File: src/rtl/div_seq.sv
// div_seq: radix-2 restoring signed/unsigned divider with RISC-V M semantics, including W operations.
// Define DIV_SPECIAL_BYPASS_EN to retire divide-by-zero and signed overflow without iterating.
module div_seq #(
    parameter int WIDTH = 64
) (
    input  logic             clk,
    input  logic             resetn,
    input  logic             in_valid,
    output logic             in_ready,
    input  logic [WIDTH-1:0] srca,
    input  logic [WIDTH-1:0] srcb,
    input  logic             is_signed,
    input  logic             is_word,
    input  logic             flush,
    output logic             out_valid,
    input  logic             out_ready,
    output logic [WIDTH-1:0] quot,
    output logic [WIDTH-1:0] rem
);
    localparam int HW = WIDTH / 2;
    localparam int CW = $clog2(WIDTH + 1);
    localparam logic [CW-1:0]    N_FULL   = CW'(WIDTH);
    localparam logic [CW-1:0]    N_WORD   = CW'(HW);
    localparam logic [CW-1:0]    CNT_ONE  = CW'(1);
    localparam logic [WIDTH-1:0] ONE      = {{(WIDTH-1){1'b0}}, 1'b1};
    localparam logic [WIDTH-1:0] MIN_FULL = {1'b1, {(WIDTH-1){1'b0}}};
    localparam logic [WIDTH-1:0] MIN_WORD = {{(HW+1){1'b1}}, {(HW-1){1'b0}}};

    typedef enum logic [1:0] {
        IDLE = 2'd0,
        BUSY = 2'd1,
        DONE = 2'd2
    } state_t;

    function automatic logic [WIDTH-1:0] sext_half(input logic [WIDTH-1:0] v);
        return {{HW{v[HW-1]}}, v[HW-1:0]};
    endfunction

    function automatic logic [WIDTH-1:0] zext_half(input logic [WIDTH-1:0] v);
        return {{HW{1'b0}}, v[HW-1:0]};
    endfunction

    function automatic logic [WIDTH-1:0] negate(input logic [WIDTH-1:0] v, input logic en);
        return en ? (~v + ONE) : v;
    endfunction

    // Sign fix-up of the magnitudes, special-case override, then word-mode sign extension.
    function automatic logic [2*WIDTH-1:0] finish_result(
        input logic [WIDTH-1:0] q_mag,
        input logic [WIDTH-1:0] r_mag,
        input logic             neg_q,
        input logic             neg_r,
        input logic             div0,
        input logic             ovf,
        input logic             word,
        input logic [WIDTH-1:0] dividend
    );
        logic [WIDTH-1:0] q;
        logic [WIDTH-1:0] r;
        if (div0) begin
            q = '1;
            r = dividend;
        end else if (ovf) begin
            q = word ? MIN_WORD : MIN_FULL;
            r = '0;
        end else begin
            q = negate(q_mag, neg_q);
            r = negate(r_mag, neg_r);
        end
        return word ? {sext_half(q), sext_half(r)} : {q, r};
    endfunction

    state_t           state_r;
    state_t           state_next_s;
    logic [CW-1:0]    cnt_r;
    logic             word_r;
    logic             neg_q_r;
    logic             neg_r_r;
    logic             div0_r;
    logic             ovf_r;
    logic [WIDTH-1:0] a_keep_r;
    logic [WIDTH-1:0] dvd_r;
    logic [WIDTH-1:0] dvs_r;
    logic [WIDTH-1:0] prem_r;
    logic [WIDTH-1:0] quot_r;
    logic [WIDTH-1:0] rem_r;
    logic             out_valid_r;

    logic [WIDTH-1:0] a_ext_s;
    logic [WIDTH-1:0] b_ext_s;
    logic             sign_a_s;
    logic             sign_b_s;
    logic [WIDTH-1:0] mag_a_s;
    logic [WIDTH-1:0] mag_b_s;
    logic             div0_s;
    logic             ovf_s;
    logic             accept_s;
    logic [CW-1:0]    n_s;
    logic [WIDTH:0]   trial_s;
    logic [WIDTH:0]   sub_s;
    logic             qbit_s;
    logic [WIDTH-1:0] prem_next_s;

    assign in_ready  = (state_r == IDLE);
    assign out_valid = out_valid_r;
    assign quot      = quot_r;
    assign rem       = rem_r;
    assign accept_s  = in_valid && in_ready && !flush;
    assign n_s       = word_r ? N_WORD : N_FULL;

    // Operand conditioning: extend to the effective width, detect special cases, form magnitudes
    always_comb begin
        a_ext_s = srca;
        b_ext_s = srcb;
        if (is_word) begin
            if (is_signed) begin
                a_ext_s = sext_half(srca);
                b_ext_s = sext_half(srcb);
            end else begin
                a_ext_s = zext_half(srca);
                b_ext_s = zext_half(srcb);
            end
        end else begin
            a_ext_s = srca;
            b_ext_s = srcb;
        end
        sign_a_s = is_signed & a_ext_s[WIDTH-1];
        sign_b_s = is_signed & b_ext_s[WIDTH-1];
        mag_a_s  = negate(a_ext_s, sign_a_s);
        mag_b_s  = negate(b_ext_s, sign_b_s);
        div0_s   = (b_ext_s == '0);
        ovf_s    = is_signed && (a_ext_s == (is_word ? MIN_WORD : MIN_FULL)) && (b_ext_s == '1);
    end

    // One restoring step: the borrow of the (WIDTH+1)-bit trial subtraction is the inverted quotient bit
    always_comb begin
        trial_s     = {prem_r, dvd_r[WIDTH-1]};
        sub_s       = trial_s - {1'b0, dvs_r};
        qbit_s      = ~sub_s[WIDTH];
        prem_next_s = qbit_s ? sub_s[WIDTH-1:0] : trial_s[WIDTH-1:0];
    end

    // State register
    always_ff @(posedge clk or negedge resetn) begin
        if (!resetn) begin
            state_r <= IDLE;
        end else begin
            state_r <= state_next_s;
        end
    end

    // Next-state logic; flush beats both accept and pop
    always_comb begin
        state_next_s = state_r;
        case (state_r)
            IDLE: begin
                if (accept_s) begin
`ifdef DIV_SPECIAL_BYPASS_EN
                    state_next_s = (div0_s || ovf_s) ? DONE : BUSY;
`else
                    state_next_s = BUSY;
`endif
                end else begin
                    state_next_s = IDLE;
                end
            end
            BUSY: begin
                if (flush) begin
                    state_next_s = IDLE;
                end else if (cnt_r == n_s) begin
                    state_next_s = DONE;
                end else begin
                    state_next_s = BUSY;
                end
            end
            DONE: begin
                if (flush || (out_valid_r && out_ready)) begin
                    state_next_s = IDLE;
                end else begin
                    state_next_s = DONE;
                end
            end
            default: begin
                state_next_s = IDLE;
            end
        endcase
    end

    // Operand capture, iteration, and result/valid registers; results are held outside DONE
    always_ff @(posedge clk or negedge resetn) begin
        if (!resetn) begin
            cnt_r       <= '0;
            word_r      <= 1'b0;
            neg_q_r     <= 1'b0;
            neg_r_r     <= 1'b0;
            div0_r      <= 1'b0;
            ovf_r       <= 1'b0;
            a_keep_r    <= '0;
            dvd_r       <= '0;
            dvs_r       <= '0;
            prem_r      <= '0;
            quot_r      <= '0;
            rem_r       <= '0;
            out_valid_r <= 1'b0;
        end else if (flush) begin
            out_valid_r <= 1'b0;
        end else if (accept_s) begin
            cnt_r    <= '0;
            word_r   <= is_word;
            neg_q_r  <= sign_a_s ^ sign_b_s;
            neg_r_r  <= sign_a_s;
            div0_r   <= div0_s;
            ovf_r    <= ovf_s;
            a_keep_r <= a_ext_s;
            dvd_r    <= is_word ? (mag_a_s << HW) : mag_a_s;
            dvs_r    <= mag_b_s;
            prem_r   <= '0;
`ifdef DIV_SPECIAL_BYPASS_EN
            if (div0_s || ovf_s) begin
                {quot_r, rem_r} <= finish_result('0, '0, 1'b0, 1'b0, div0_s, ovf_s, is_word, a_ext_s);
            end
`endif
        end else if (state_r == BUSY) begin
            if (cnt_r == n_s) begin
                {quot_r, rem_r} <= finish_result(word_r ? zext_half(dvd_r) : dvd_r, prem_r,
                                                 neg_q_r, neg_r_r, div0_r, ovf_r, word_r, a_keep_r);
                out_valid_r <= 1'b1;
            end else begin
                prem_r <= prem_next_s;
                dvd_r  <= {dvd_r[WIDTH-2:0], qbit_s};
                cnt_r  <= cnt_r + CNT_ONE;
            end
        end else if (state_r == DONE) begin
            if (out_valid_r && out_ready) begin
                out_valid_r <= 1'b0;
            end
`ifdef DIV_SPECIAL_BYPASS_EN
            else begin
                out_valid_r <= 1'b1;
            end
`endif
        end
    end

endmodule
File: config.mk
export PLATFORM = sky130hd
export DESIGN_NAME = div_seq
export DESIGN_NICKNAME = d
export VERILOG_FILES = /design/src/rtl/div_seq.sv
export SDC_FILE = /design/constraint.sdc
export NUM_CORES = 1
export LEC_CHECK = 0
export CORE_AREA = 4 4 286 288
export DETAILED_ROUTE_END_ITERATION = 12
export DIE_AREA = 0 0 290 292
export SLEW_MARGIN = 30
export SYNTH_ARGS = -nofsm -noshare
export SYNTH_HDL_FRONTEND = slang
export SYNTH_SLANG_ARGS = --single-unit
File: constraint.sdc
create_clock -name clk -period 4.8 [get_ports clk]
set_input_delay 0.96 -clock clk [delete_from_list [all_inputs] [get_ports clk]]
set_output_delay 0.96 -clock clk [all_outputs]
set_load 0.02 [all_outputs]
==> results.yml, run 1 <==
synthesis:
  synth_edf_count: 0
  synth.distinct_cells: 73
  synth_commonest_cells: "479 x nand2_1, 399 x dfrtp_1, 329 x nor2_1"
  seq_area_frac_synth_pct: 36.3
  syn-mean-instance-area_um2: 7.97
  synth.most_common_cell: "nand2_1"
  synthCells: 3451
  synth_seq_cells: 399
  yosysTopAreaCell: "dfrtp_1"
  synth-warning-count: 0
  syn_nets: 3658
  synth_top_area_share_pct: 36.3
  syn_area_um2: 27500
  synth_area_leaders: "dfrtp_1 36%, nand2_1 6.5%, o21ai_0 5.6%"
  synthArstFlopShare_pct: 100
  synthFlopType: "dfrtp_1"
global_routing:
  grt_max_degree: 104
  grt.overflow.total: 0
  grt_usage_pct: 25.0
  grt_pass1_vias: 26200
  grt_pass1_wl_mm: 166
  antenna_found_initial: 3
sta:
  min_period_ps: 4120
  relSlewSlack_pct: 41.9
  hold_violations: 0
  slew_violations: 0
  fin_setup_tns_ps: 0
  setup_viol: 0
  max_freq_mhz: 243
  tightest_slew_ps: 871
  skew_ps: 24.1
  finalCritPeriodShare_pct: 85.8
  rsz0062_at_grt: "false"
cts:
  cts_resized: 0
  insertion_delay_ps: 610
  hold_buffers: 0
  postCtsSetupBuffers: 0
  cts_tree: "done"
  clock_sinks: 399
  clockRootBuffer: "clkbuf_16"
  cts_buffer_depth: 3
  cts_buffers: 48
  path_clk_slew_ps: 60
  h-tree-depth: 2
cells_and_area:
  multi_input_area_um2: 16300
  fin_nets: 3818
  fill_cells: 8000
  seq_area_um2: 9990
  area_growth_pct: 20.1
  drive_above_1_share_pct: 5.78
run:
  cap_violations: 0
critical_path:
  startpoint_type: "flop"
  cp-end-kind: "flop"
  slowest_stage: "dfrtp_1"
  path_class: "reg2reg"
  required_ps: 5230
  critPathMaxStageDelay_ps: 510
  cp_cell_sequence: "ha_1 > a2111oi_0 > o221ai_1 > nand2_1 > o211ai_1 > a221o_1 > a221oi_1 > o21ai_1 > xnor2_2 > buf_12 > o311ai_0"
  critPathMaxFanout: 81
  arrival_ps: 4550
floorplanning:
  fp.dieArea_um2: 84700
  initial_core_util_pct: 34.9
  core_um2: 78900
  die_w_um: 290
  ios: 265
  die_h_um: 292
  rows: 103
pwr:
  power_mw: 18.6
  p_int_mw: 10.2
  power_density_nw_per_um2: 562
  seq_power_share_pct: 26.2
  leakage_nw: 14.1
  max-vdd-ir-drop_v: 0.000526
  combPwrFrac_pct: 52.7
  p_switching_mw: 8.41
  pwr-share-clk_pct: 21.0
  p_sw_share_pct: 45.3
status:
  status: "finished clean"
drt:
  wl_per_cell_um: 23.4
  vias: 27400
  ant_nets: 0
  wl_mm: 110
  drc: 0
  drtIter0Drc: 2833
  viasPerCell: 5.83
  drt-pass1-iter-count: 8
placed_design:
  dp_hpwl_mm: 84.2
  port_buffers: 264
  gp_congestion: 0.954
worst_hold_path:
  hold_path_class: "in2async"
==> placed cells by master (no fill, tap or decap), types with 14 or more instances in the layout <==
cell,Yosys,final
nor3_1,78,78
ha_1,71,71
a22oi_1,28,28
a31oi_1,31,31
nand2b_1,19,19
o22ai_1,33,33
or2_2,14,14
o41ai_1,24,24
nand2_1,479,479
o311ai_0,30,30
o21ai_0,307,307
xnor2_1,161,160
o22a_1,21,21
o31ai_1,64,64
or4_1,24,24
mux2i_1,27,27
a211oi_1,14,14
a221oi_1,59,59
a21oi_1,270,270
nor2b_1,18,18
buf_4,0,80
or3_1,36,36
a21o_1,40,40
xor2_1,136,136
dfrtp_1,399,395
a22o_1,18,18
clkdlybuf4s50_1,0,262
nor2_1,329,327
a32oi_1,28,28
and2_1,14,14
o21a_1,17,17
nand3_1,108,106
clkbuf_16,0,49
nand4_1,45,45
inv_1,104,104
nor4_1,39,39
==> sequential cells by signal (all words and copies together) (netlist names) <==
register and count:
state_r 2, word_r 1, rem 64, quot 64
div0_r 1, neg_r_r 1, prem_r 64, dvd_r 64
a_keep_r 64, out_valid 1, neg_q_r 1, cnt_r 7
ovf_r 1, dvs_r 64
==> cells by family (layout without fill, tap and decap cells) <==
logic type	after synthesis	after routing	synth area share [%]
simple gates	1243	1243	20.5
xor+xnor	297	297	9.45
fa+ha+maj	72	72	3.30
buf+inv	347	544	4.73
mux	27	27	0.982
compound gates	1066	1066	24.7
flops	399	399	36.3
other cells	0	2	0
==> routing by layer <==
metal	track usage [%]	part of all wire, %	up-vias
li1	-	-	12800
met1	33.8	42	13300
met2	40.1	45	1179
met3	4.13	7.9	207
met4	9.68	4.4	2
met5	0	0.010	-
==> power groups by stage <==
stage          clock network [mW]  registers, mW  logic [mW]
5_1_grt                      4.09           4.93        10.8
6_report                     3.90           4.87        9.79
3_5_place_dp                    0           4.88        9.62
3_3_place_gp                    0           4.88        9.61
4_1_cts                      3.95           4.83        9.66
2_1_floorplan                   0           4.45        7.13
==> worst max-delay path, delay by kind of cell, from the launching register on <==
| family | cells | cell delay (ps) |
|---|---|---|
| AOI/OAI and AO/OA | 7 | 1950 |
| adders and majority gates | 1 | 450 |
| buffers and inverters | 1 | 340 |
| DFF | 1 | 510 |
| xor gates and xnor gates | 1 | 470 |
| and+or+nand+nor | 1 | 160 |
==> path summary, 6_finish.rpt <==
check,start,end,slack [ps],depth (start not counted)
hold reg to reg,quot[2]$_DFFE_PN0P_,quot[2]$_DFFE_PN0P_,480,2
setup reg to reg,prem_r[46]$_DFFE_PN0P_,prem_r[19]$_DFFE_PN0P_,680,11
hold / removal,resetn,quot[58]$_DFFE_PN0P_,360,1
setup / recovery,prem_r[46]$_DFFE_PN0P_,prem_r[19]$_DFFE_PN0P_,680,11
max in group asynchronous,resetn,a_keep_r[1]$_DFFE_PN0P_,3310,2
min in group clk,quot[2]$_DFFE_PN0P_,quot[2]$_DFFE_PN0P_,480,2
==> stage by stage <==
stage / utilization (%) / setup WS [ps] / hold WS (ps) / cell area [um2] / std cells
floorplan: - / 835 / 446 / 27500 / 3451
global placement: 39.8 / 178 / 460 / 31400 / 4611
detailed placement: 39.8 / 146 / 464 / 31400 / 4611
CTS: 41.9 / 761 / 389 / 33000 / 4698
global route: 41.9 / 301 / 411 / 33000 / 4698
finish: 41.9 / 681 / 356 / 33000 / 4700
==> final cells by class <==
cell class                      instances  share of cell area, %
Clock inverter                         19                  0.848
Inverter                              105                   1.19
Tap cell                             1050                   3.98
Clock buffer                           68                   4.17
Sequential cell                       399                   30.2
Antenna cell                            2                 0.0151
Multi-Input combinational cell       2705                   49.3
Timing Repair Buffer                  352                   10.3
Power figures use the tool's default switching activity.
==> run 2: changes to the inputs <==
clock period = 4.4 ns   (was 4.8 ns; I/O delays follow)
==> run 2 against run 1 <==
Sequential power increased by 8.4%. Global-route usage grew 0.45 points. Cell count rose by 1.2%. Final area up 1.6%. Combinational power up 12%. Worst setup slack lost 280 ps. Maximum frequency is 2.9% higher. Critical path depth up 1. Highest routed layer unchanged. Clock skew decreased by 2.9 ps. Power grew 9.9%. Register-to-register slack got worse by 280 ps. Clock power grew 5.6%.
==> results.yml, run 2 (synthesis results as in run 1) <==
status:
  status: "finished clean"
cts:
  cts_tree: "done"
  clock_sinks: 399
  cts_buffers: 47
  path_clk_slew_ps: 60
  postCtsSetupBuffers: 0
  hold_buffers: 0
  insertion_delay_ps: 600
  clockRootBuffer: "clkbuf_16"
  cts_resized: 0
  cts_buffer_depth: 3
  h-tree-depth: 2
global_routing:
  grt_usage_pct: 25.4
  grt.overflow.total: 0
  antenna_found_initial: 5
  grt_pass1_vias: 26300
  grt_max_degree: 103
  grt_pass1_wl_mm: 169
sta:
  relSlewSlack_pct: 34.1
  min_period_ps: 4000
  max_freq_mhz: 250
  finalCritPeriodShare_pct: 91.0
  worst_slack_ps: 397
  fin_setup_tns_ps: 0
  slew_violations: 0
  skew_ps: 21.2
  tightest_slew_ps: 985
  hold_violations: 0
  hold_ws_ps: 298
  setup_viol: 0
  rsz0062_at_grt: "false"
placed_design:
  dp_hpwl_mm: 86.3
  port_buffers: 264
  gp_congestion: 0.956
  post-place-ws_ps: 0.987
  dpl_cell_area_um2: 32000
floorplanning:
  core_um2: 78900
  die_h_um: 292
  initial_core_util_pct: 34.9
  die_w_um: 290
  rows: 103
  ios: 265
  fp.dieArea_um2: 84700
critical_path:
  critPathMaxStageDelay_ps: 700
  slowest_stage: "xnor2_2"
  critical-path-top-delay-family: "compound AO/OA/AOI/OAI gates"
  cp_cell_sequence: "ha_1 > a21oi_1 > nand2_1 > o21ai_0 > a21oi_1 > o31ai_1 > a21o_1 > o21ai_1 > xnor2_2 > buf_4 > nand3_1 > o311ai_0"
  startpoint_type: "flop"
  critPathMaxFanout: 11
  path_class: "reg2reg"
  required_ps: 4870
  cp_common_cell: "a21oi_1"
  arrival_ps: 4480
  cp.buffers_inverters: 1
  cp-end-kind: "flop"
pwr:
  seq_power_share_pct: 25.9
  power_density_nw_per_um2: 607
  power_mw: 20.4
  max-vdd-ir-drop_v: 0.000531
  p_int_mw: 11.1
  p_sw_share_pct: 45.4
  leakage_nw: 14.4
  combPwrFrac_pct: 53.9
  pwr-share-clk_pct: 20.2
  p_switching_mw: 9.25
drt:
  wl_mm: 112
  wl_per_cell_um: 23.6
  ant_nets: 0
  drt-pass1-iter-count: 6
  drtIter0Drc: 3093
  vias: 27700
  drc: 0
  viasPerCell: 5.83
cells_and_area:
  fin_nets: 3882
  fin_area_um2: 33600
  layout_common_cells: "479 x nand2_1, 396 x dfrtp_1, 327 x nor2_1"
  drive_above_1_share_pct: 7.47
  layout_commonest_cell: "nand2_1"
  area_growth_pct: 22.1
worst_hold_path:
  hold_path_class: "in2async"
run:
  cap_violations: 0
[run 2: cell type report]
type	count	area, um2
Fill cell	7932	45300
Multi-Input combinational cell	2705	16300
Clock inverter	18	214
Timing Repair Buffer	417	4000
Antenna cell	1	2.50
Clock buffer	63	1390
Sequential cell	399	9990
Inverter	105	394
Tap cell	1050	1310
[run 2: layer usage]
layer / global-route usage [%] / vias to the layer above / wire, um
li1: - / 12900 / -
met1: 34.3 / 13500 / 47300
met2: 40.4 / 1168 / 50900
met3: 4.62 / 217 / 8710
met4: 10.3 / 4 / 5310
met5: 0 / - / 23
[run 2: final timing paths]
path,startpoint,endpoint,slack [ps],cells after the start
worst max-delay path,prem_r[6]$_DFFE_PN0P_,prem_r[46]$_DFFE_PN0P_,400,12
worst min-delay path,resetn,quot[45]$_DFFE_PN0P_,300,1
worst min register to register,rem[39]$_DFFE_PN0P_,rem[39]$_DFFE_PN0P_,480,2
min in group clk,rem[39]$_DFFE_PN0P_,rem[39]$_DFFE_PN0P_,480,2
worst max register to register,prem_r[6]$_DFFE_PN0P_,prem_r[46]$_DFFE_PN0P_,400,12
max in group asynchronous,resetn,rem[8]$_DFFE_PN0P_,3000,2
[run 2: worst register-to-register path, cell delays in order, from the launching register on]
cell      delay [ps]
dfrtp_1          500
ha_1             410
a21oi_1          240
nand2_1           90
o21ai_0          240
a21oi_1          150
o31ai_1          570
a21o_1           290
o21ai_1          170
xnor2_2          700
buf_4            320
nand3_1           90
o311ai_0         110
[run 2: stage by stage]
step,utilization [%],cells
floorplan,-,3451
global placement,40.5,4676
detailed placement,40.5,4676
CTS,42.6,4757
global route,42.6,4757
finish,42.6,4758
[run 2: power groups by stage]
stage                     logic (mW)  clock network [mW]  registers (mW)
after floorplan                 7.77                   0            4.85
after global placement          10.8                   0            5.29
after detailed placement        10.8                   0            5.30
after CTS                       10.9                4.19            5.24
after global routing            12.0                4.35            5.35
final                           11.0                4.12            5.28
